===== src/rtl/lcplc_pkg.sv =====
// Shared types for the LCPLC coder front end: per-sample position flags and
// the framer FSM state encoding.
package lcplc_pkg;

    typedef struct packed {
        logic last_r;
        logic last_s;
        logic last_b;
        logic last_i;
    } lcplc_flags_t;

    localparam int FLAGS_W = $bits(lcplc_flags_t);

    typedef enum logic {
        ST_IDLE = 1'b0,
        ST_RUN  = 1'b1
    } framer_state_t;

endpackage


===== src/rtl/axis_skid_buffer.sv =====
// Two-entry valid/ready skid buffer with a registered upstream ready.
// The output register is loaded directly when free, so there is no added bubble.
module axis_skid_buffer #(
    parameter int WIDTH = 20
) (
    input  logic             clk,
    input  logic             rst,
    input  logic             in_valid,
    output logic             in_ready,
    input  logic [WIDTH-1:0] in_data,
    output logic             out_valid,
    input  logic             out_ready,
    output logic [WIDTH-1:0] out_data
);

    logic             skid_valid;
    logic [WIDTH-1:0] skid_data;
    logic             in_hs;
    logic             out_free;
    logic             out_valid_nxt;
    logic             skid_valid_nxt;

    assign in_hs    = in_valid && in_ready;
    assign out_free = !out_valid || out_ready;

    always_comb begin
        out_valid_nxt  = out_valid;
        skid_valid_nxt = skid_valid;
        if (out_free) begin
            out_valid_nxt  = skid_valid || in_hs;
            skid_valid_nxt = skid_valid && in_hs;
        end else if (in_hs) begin
            skid_valid_nxt = 1'b1;
        end
    end

    // Ready is computed from next-state occupancy so it can be registered
    // without ever accepting into a full buffer.
    always_ff @(posedge clk) begin
        if (rst) begin
            out_valid  <= 1'b0;
            skid_valid <= 1'b0;
            in_ready   <= 1'b0;
            out_data   <= '0;
        end else begin
            out_valid  <= out_valid_nxt;
            skid_valid <= skid_valid_nxt;
            in_ready   <= !(out_valid_nxt && skid_valid_nxt);
            if (out_free) begin
                if (skid_valid) begin
                    out_data <= skid_data;
                end else if (in_hs) begin
                    out_data <= in_data;
                end
            end
        end
    end

    always_ff @(posedge clk) begin
        if (in_hs && (skid_valid || !out_free)) begin
            skid_data <= in_data;
        end
    end

endmodule


===== src/rtl/lcplc_sample_framer.sv =====
// Tags an ordered sample stream with row/slice/band/image end flags derived
// from run-time dimension counters, then buffers it for the coder's x port.
module lcplc_sample_framer
    import lcplc_pkg::*;
#(
    parameter int DATA_WIDTH         = 16,
    parameter int MAX_SLICE_SIZE_LOG = 8,
    parameter int BAND_WIDTH         = 10,
    parameter int BLOCK_WIDTH        = 16
) (
    input  logic                          clk,
    input  logic                          rst,
    input  logic                          input_valid,
    output logic                          input_ready,
    input  logic [DATA_WIDTH-1:0]         input_data,
    output logic                          x_valid,
    input  logic                          x_ready,
    output logic [DATA_WIDTH-1:0]         x_data,
    output logic                          x_last_r,
    output logic                          x_last_s,
    output logic                          x_last_b,
    output logic                          x_last_i,
    input  logic [MAX_SLICE_SIZE_LOG-1:0] cfg_cols_m1,
    input  logic [MAX_SLICE_SIZE_LOG-1:0] cfg_rows_m1,
    input  logic [BAND_WIDTH-1:0]         cfg_bands_m1,
    input  logic [BLOCK_WIDTH-1:0]        cfg_blocks_m1,
    output logic                          busy
);

    localparam int WORD_W = DATA_WIDTH + FLAGS_W;

    framer_state_t                 state;
    logic [MAX_SLICE_SIZE_LOG-1:0] col, row;
    logic [BAND_WIDTH-1:0]         band;
    logic [BLOCK_WIDTH-1:0]        block;
    logic [MAX_SLICE_SIZE_LOG-1:0] sh_cols_m1, sh_rows_m1;
    logic [BAND_WIDTH-1:0]         sh_bands_m1;
    logic [BLOCK_WIDTH-1:0]        sh_blocks_m1;

    logic [MAX_SLICE_SIZE_LOG-1:0] eff_cols_m1, eff_rows_m1;
    logic [BAND_WIDTH-1:0]         eff_bands_m1;
    logic [BLOCK_WIDTH-1:0]        eff_blocks_m1;

    lcplc_flags_t      flags;
    lcplc_flags_t      x_flags;
    logic              in_hs;
    logic [WORD_W-1:0] x_word;

    assign in_hs = input_valid && input_ready;

    // The first sample of an image is framed against the live config.
    assign eff_cols_m1   = (state == ST_IDLE) ? cfg_cols_m1   : sh_cols_m1;
    assign eff_rows_m1   = (state == ST_IDLE) ? cfg_rows_m1   : sh_rows_m1;
    assign eff_bands_m1  = (state == ST_IDLE) ? cfg_bands_m1  : sh_bands_m1;
    assign eff_blocks_m1 = (state == ST_IDLE) ? cfg_blocks_m1 : sh_blocks_m1;

    always_comb begin
        flags        = '0;
        flags.last_r = (col == eff_cols_m1);
        flags.last_s = flags.last_r && (row == eff_rows_m1);
        flags.last_b = flags.last_s && (band == eff_bands_m1);
        flags.last_i = flags.last_b && (block == eff_blocks_m1);
    end

    always_ff @(posedge clk) begin
        if (rst) begin
            state        <= ST_IDLE;
            busy         <= 1'b0;
            col          <= '0;
            row          <= '0;
            band         <= '0;
            block        <= '0;
            sh_cols_m1   <= '0;
            sh_rows_m1   <= '0;
            sh_bands_m1  <= '0;
            sh_blocks_m1 <= '0;
        end else if (in_hs) begin
            if (flags.last_i) begin
                state <= ST_IDLE;
                busy  <= 1'b0;
                col   <= '0;
                row   <= '0;
                band  <= '0;
                block <= '0;
            end else begin
                state <= ST_RUN;
                busy  <= 1'b1;
                if (state == ST_IDLE) begin
                    sh_cols_m1   <= cfg_cols_m1;
                    sh_rows_m1   <= cfg_rows_m1;
                    sh_bands_m1  <= cfg_bands_m1;
                    sh_blocks_m1 <= cfg_blocks_m1;
                end
                if (flags.last_r) begin
                    col <= '0;
                    if (flags.last_s) begin
                        row <= '0;
                        if (flags.last_b) begin
                            band  <= '0;
                            block <= block + BLOCK_WIDTH'(1);
                        end else begin
                            band <= band + BAND_WIDTH'(1);
                        end
                    end else begin
                        row <= row + MAX_SLICE_SIZE_LOG'(1);
                    end
                end else begin
                    col <= col + MAX_SLICE_SIZE_LOG'(1);
                end
            end
        end
    end

    axis_skid_buffer #(
        .WIDTH(WORD_W)
    ) u_skid (
        .clk      (clk),
        .rst      (rst),
        .in_valid (input_valid),
        .in_ready (input_ready),
        .in_data  ({input_data, flags}),
        .out_valid(x_valid),
        .out_ready(x_ready),
        .out_data (x_word)
    );

    assign x_data   = x_word[WORD_W-1:FLAGS_W];
    assign x_flags  = x_word[FLAGS_W-1:0];
    assign x_last_r = x_flags.last_r;
    assign x_last_s = x_flags.last_s;
    assign x_last_b = x_flags.last_b;
    assign x_last_i = x_flags.last_i;

endmodule


===== config.mk =====
export PLATFORM = sky130hd
export DESIGN_NAME = lcplc_sample_framer
export DESIGN_NICKNAME = d
export VERILOG_FILES = /design/src/rtl/lcplc_pkg.sv /design/src/rtl/axis_skid_buffer.sv /design/src/rtl/lcplc_sample_framer.sv
export SDC_FILE = /design/constraint.sdc
export NUM_CORES = 1
export LEC_CHECK = 0
export ABC_AREA = 1
export CORE_ASPECT_RATIO = 0.5
export CORE_UTILIZATION = 30
export DETAILED_ROUTE_END_ITERATION = 7
export HOLD_SLACK_MARGIN = 0.08
export SLEW_MARGIN = 10
export SYNTH_ARGS = -nofsm -noshare
export SYNTH_HDL_FRONTEND = slang
export SYNTH_SLANG_ARGS = --single-unit
export TNS_END_PERCENT = 5

===== constraint.sdc =====
create_clock -name clk -period 2.4 [get_ports clk]
set_input_delay 0.48 -clock clk [delete_from_list [all_inputs] [get_ports clk]]
set_output_delay 0.48 -clock clk [all_outputs]
set_load 0.02 [all_outputs]

**Yosys cells after proc, flatten, opt, wreduce, memory -nomap -nowiden**

Cells that the tools add are included.
Widths: inputs -> output; s select.

- $add $sub $neg: 4
- Eq/ne operators: 4
- Muxes and demuxes: 23
- Bitwise logic cells: 1
- Reductions and logical operators: 22

Operators by type and width:

| kind | count |
|---|---|
| $mux 16 | 5 |
| $mux 8 | 7 |
| $mux 10 | 5 |
| $mux 20 | 2 |
| $add 16x1->16 const B | 1 |
| $add 8x1->8 const B | 2 |
| $eq 16x16->1 | 1 |
| $eq 8x8->1 | 2 |
| $add 10x1->10 const B | 1 |
| $eq 10x10->1 | 1 |
| $reduce_bool 2->1 | 4 |
| $logic_and 1x1->1 | 7 |
| $reduce_and 2->1 | 3 |
| $mux 1 | 4 |
| $reduce_and 4->1 | 1 |
| $logic_not 1->1 | 3 |
| $logic_or 1x1->1 | 3 |
| $reduce_and 3->1 | 1 |
| $not 1->1 | 1 |

- Bits in registers: 128
- Input bits: 62
- Output and inout port bits: 23
- Word-level logic and storage cells: 68

**Longest topological paths before layout**

- Depth after elaboration: 8
- Gate-level depth with buffers: 17
- Mapped depth without buffers: 15

**Modules after synthesis**

Synthesis repeated with hierarchy kept, for this count alone.

- Cells, all modules: 1205
- Area, all modules: 7414.6 sq um

Modules (own cells, without submodules):

| module | instances | cells an instance | area an instance (sq um) | seq. area each (sq um) |
|---|---|---|---|---|
| lcplc_sample_framer | 1 | 976 | 5639.2 | 1701.6 |
| axis_skid_buffer | 1 | 229 | 1775.5 | 1061.0 |

**Least setup slack after synthesis**

No wires, ideal clock.

- Path kind: input to register
- Start: input port x_ready
- End: register u_skid.skid_data[0] (enable)
- Setup time: 0.405 ns
- Arrival: 1.722 ns
- Data required time: 1.995 ns
- Path slack: 0.273 ns
- Stages on the path: 3
- Path buffers: 0
- Cell sequence: nor2_1 > inv_1 > a21oi_1

- Word-level cells in the longest chain between the ends: 4

RTL lines:

| item | RTL line | RTL |
|---|---|---|
| start, declared | lcplc_sample_framer.sv:17 | `input logic x_ready,` |
| $logic_or 1x1->1 | axis_skid_buffer.sv:24 | `assign out_free = !out_valid \|\| out_ready;` |
| $logic_not 1->1 | axis_skid_buffer.sv:60 | `if (in_hs && (skid_valid \|\| !out_free)) begin` |
| $logic_or 1x1->1 | axis_skid_buffer.sv:60 |  |
| $logic_and 1x1->1 | axis_skid_buffer.sv:60 |  |
| end signal, assigned | axis_skid_buffer.sv:61 | `skid_data <= in_data;` |
| end, declared | axis_skid_buffer.sv:17 | `logic [WIDTH-1:0] skid_data;` |

No other way between the ends.
A chain may end at the register's enable or synchronous reset.

==> results.py <==
metrics = {
    "worst_setup_path": {
        "crit_top_cell": "nand2_1",
        "startpoint": "state",
        "slowest_stage": "dfxtp_2",
        "path_buf_inv": 3,
        "critPathKind": "reg -> reg",
        "cp_max_fo": 41,
        "critical_path_required_ns": 2.67,
        "worstReg2RegStart": "state",
        "endpoint_kind": "register",
        "crit_arrival_ns": 2.50,
        "cp_top_family": "simple AND/OR/NAND/NOR gates",
        "crit_chain": "clkinv_4 -> buf_4 -> nand2_1 -> nand3_1 -> nand2_1 -> nand2_1 -> nor2_2 -> nand2_1 -> nor2_4 -> nand3_4 -> buf_12 -> nand3_1 -> a21oi_1",
        "start_kind": "register",
        "cpPeakStageDelay_ns": 0.40,
    },
    "synthesis": {
        "syn_inst": 1069,
        "syn_area_sq_um": 6997,
        "synth-edff-count": 20,
        "yosysSeqAreaShare_pct": 39.48,
        "synth.top_cells.by_area": "dfxtp_1, nand2_1, edfxtp_1",
        "ys_async_sr_fraction_pct": 0,
        "avgSynthCellArea_sq_um": 6.545,
        "ys_top_cells_by_count": "nand2_1, nand3_1, dfxtp_1",
        "synth_flop_cell": "dfxtp_1",
        "synth_top_area_cell": "dfxtp_1",
        "synth_top_cell_area_share_pct": 30.90,
        "syn_nets": 1135,
        "ys_warn_count": 0,
        "ys_ff_latch": 128,
        "synth_most_common_cell": "nand2_1",
        "netlist-cell-type-count": 34,
    },
    "min_path": {
        "min_from": "rst",
        "hold_path_class": "in -> reg",
    },
    "clock_network": {
        "htreeDepth": 4,
        "cts-root-buf": "clkbuf_16",
        "tritoncts": "built",
        "clock_sinks": 128,
        "clk-insertion-delay-late_ns": 0.43,
        "cts.path.max_buffers": 2,
        "numCtsBuffers": 17,
        "ctsHoldBuffers": 0,
        "path_clk_slew_ns": 0.06,
    },
    "sta": {
        "finalCritPeriodShare_pct": 92.92,
        "hold_viol": 0,
        "report.final.slew_viol_count": 0,
        "slew_headroom_pct": 51.81,
        "fmaxAchievable_ghz": 0.4484,
        "setup_viol": 0,
        "min_period_ns": 2.230,
        "worst-slew-pin-transition_ns": 0.7229,
        "setup_slack_ns": 0.1699,
        "finClkSkew_ns": 0.01050,
    },
    "die": {
        "dieArea_sq_um": 23970,
        "rows": 39,
        "design.core.area_sq_um": 22840,
        "io_pins": 85,
        "die_y_um": 110.0,
        "initial_core_util_pct": 30.64,
        "die_w_um": 218.0,
    },
    "finish": {
        "nets": 1252,
        "multi_input_area_sq_um": 3595,
        "seqCellArea_sq_um": 2764,
        "n_fill_cell": 2391,
        "antennaDiodeCount": 0,
        "final_util_pct": 40.19,
        "synthToLayoutAreaGrowth_pct": 31.17,
        "drive_gt1_share_pct": 9.591,
        "final_area_sq_um": 9178,
    },
    "place": {
        "pre_cts_ws_ns": -0.07015,
        "io_buffers": 84,
        "gp_congestion": 0.8634,
        "place_area_sq_um": 8536,
        "dp_hpwl_um": 14250,
    },
    "flow_run": {
        "drv_cap": 0,
    },
    "routing": {
        "post-route-drc-count": 0,
        "drtPass1Iterations": 5,
        "antenna_left": 0,
        "avgRoutedWirePerCell_um": 13.67,
        "viasPerCell": 4.793,
        "drt-total-wl_um": 20590,
        "vias": 7218,
        "drtIter0Drc": 464,
    },
    "power_and_ir_drop": {
        "clock_power_share_pct": 46.8,
        "seq_power_share_pct": 40.1,
        "powerDensity_nw_per_um2": 621.7,
        "vdd_ir_drop_max_uv": 447.7,
        "cellLeakagePower_uw": 0.003812,
        "pwr-share-comb_pct": 13.1,
        "p_switching_uw": 1480,
        "p_sw_share_pct": 25.94,
        "internal_power_uw": 4225,
    },
    "global_route": {
        "grt-ovfl-total": 0,
        "grt_pass1_wl_um": 33110,
        "antenna_found_initial": 0,
        "first_global_vias": 6665,
        "grt_max_degree": 67,
        "grt_use_total_pct": 17.50,
    },
    "run_status": {
        "status": "complete, no violations",
    },
}
[per-layer routing]
layer | up-vias | track usage, % | routed length (um)
met5 | - | 0 | 0
met1 | 3331 | 23.56 | 10300
met4 | 0 | 4.396 | 154
met2 | 175 | 27.41 | 8809
li1 | 3698 | - | -
met3 | 14 | 5.158 | 1329
[kinds of logic after synthesis]
| family | Yosys count | synth area share [%] |
|---|---|---|
| and+or+nand+nor | 624 | 37.79 |
| buffers and inverters | 154 | 9.335 |
| AOI/OAI and AO/OA | 143 | 10.68 |
| DFF | 128 | 39.48 |
| xor gates and xnor gates | 16 | 2.003 |
| adders and majority gates | 4 | 0.7153 |
[state kept, by name, summed over array words and instances (netlist names)]
signal,cells
sh_blocks_m1,16
sh_rows_m1,8
u_skid.skid_data,20
sh_cols_m1,8
sh_bands_m1,10
col,8
block,16
state,1
u_skid.out_data,20
u_skid.out_valid,1
band,10
u_skid.skid_valid,1
u_skid.in_ready,1
row,8
[metrics by stage]
| step | setup TNS (ns) | hold WS [ns] | power [uW] | cells |
|---|---|---|---|---|
| floorplan | 0 | 0.4391 | 2739 | 1069 |
| global placement | -1.651 | 0.4459 | 3059 | 1471 |
| detailed placement | -2.977 | 0.4525 | 3072 | 1471 |
| CTS | 0 | 0.4366 | 5745 | 1503 |
| global route | -0.07889 | 0.4558 | 5940 | 1506 |
| finish | 0 | 0.4544 | 5706 | 1506 |
[final cells by class]
type / count / area share, %
multi-input combinational: 787 / 39.17
sequential: 128 / 30.12
timing repair buffer: 149 / 15.77
clock buffer: 18 / 4.676
inverter: 103 / 4.267
tap: 307 / 4.185
clock inverter: 14 / 1.813
[final timing paths]
path / end / slack (ns) / cells past startpoint
worst min-delay path: sh_cols_m1[1] / 0.45 / 4
worst min register to register: sh_rows_m1[3] / 0.46 / 2
worst max-delay path: sh_bands_m1[9] / 0.17 / 13
worst max register to register: sh_bands_m1[9] / 0.17 / 13
[layout by cell type (no fill, tap or decap), types with 2 or more instances in the layout]
cell type and n:
xor2_1 16, dfxtp_1 107, or2_2 3, inv_1 99, nor3_1 24, nor2_1 59, buf_12 9, clkinv_2 3
buf_4 54, nand3b_1 3, o21ai_1 3, clkdlybuf4s50_1 83, nor2_4 3, clkinvlp_4 3, o211ai_1 3, inv_2 2
nand3_1 110, ha_1 4, bufinv_16 3, nor2_2 5, nand2_1 389, nand4_1 21, clkinv_4 4, a31oi_1 17
clkinv_1 2, clkbuf_16 17, edfxtp_1 20, a21oi_1 88, o21ai_0 30
[worst register-to-register path, delay by kind of cell, from the launching register on]
family,cells,cell delay [ns]
simple gates,9,1.06
buf+inv,3,0.53
flops,1,0.40
compound gates,1,0.08
[repair_timing]
item                       4_1_cts  5_1_grt
setup endpoints to repair        0       60
gates resized for setup          0        8
buffers inserted                 0        3
[power groups by stage]
stage | sequential, uW | combinational (uW) | clock [uW]
6_report | 2290 | 746 | 2670
5_1_grt | 2300 | 830 | 2810
4_1_cts | 2290 | 743 | 2710
3_5_place_dp | 2330 | 739 | 0
3_3_place_gp | 2330 | 727 | 0
2_1_floorplan | 2360 | 381 | 0
Note: power is estimated with default switching activity, not from simulation.
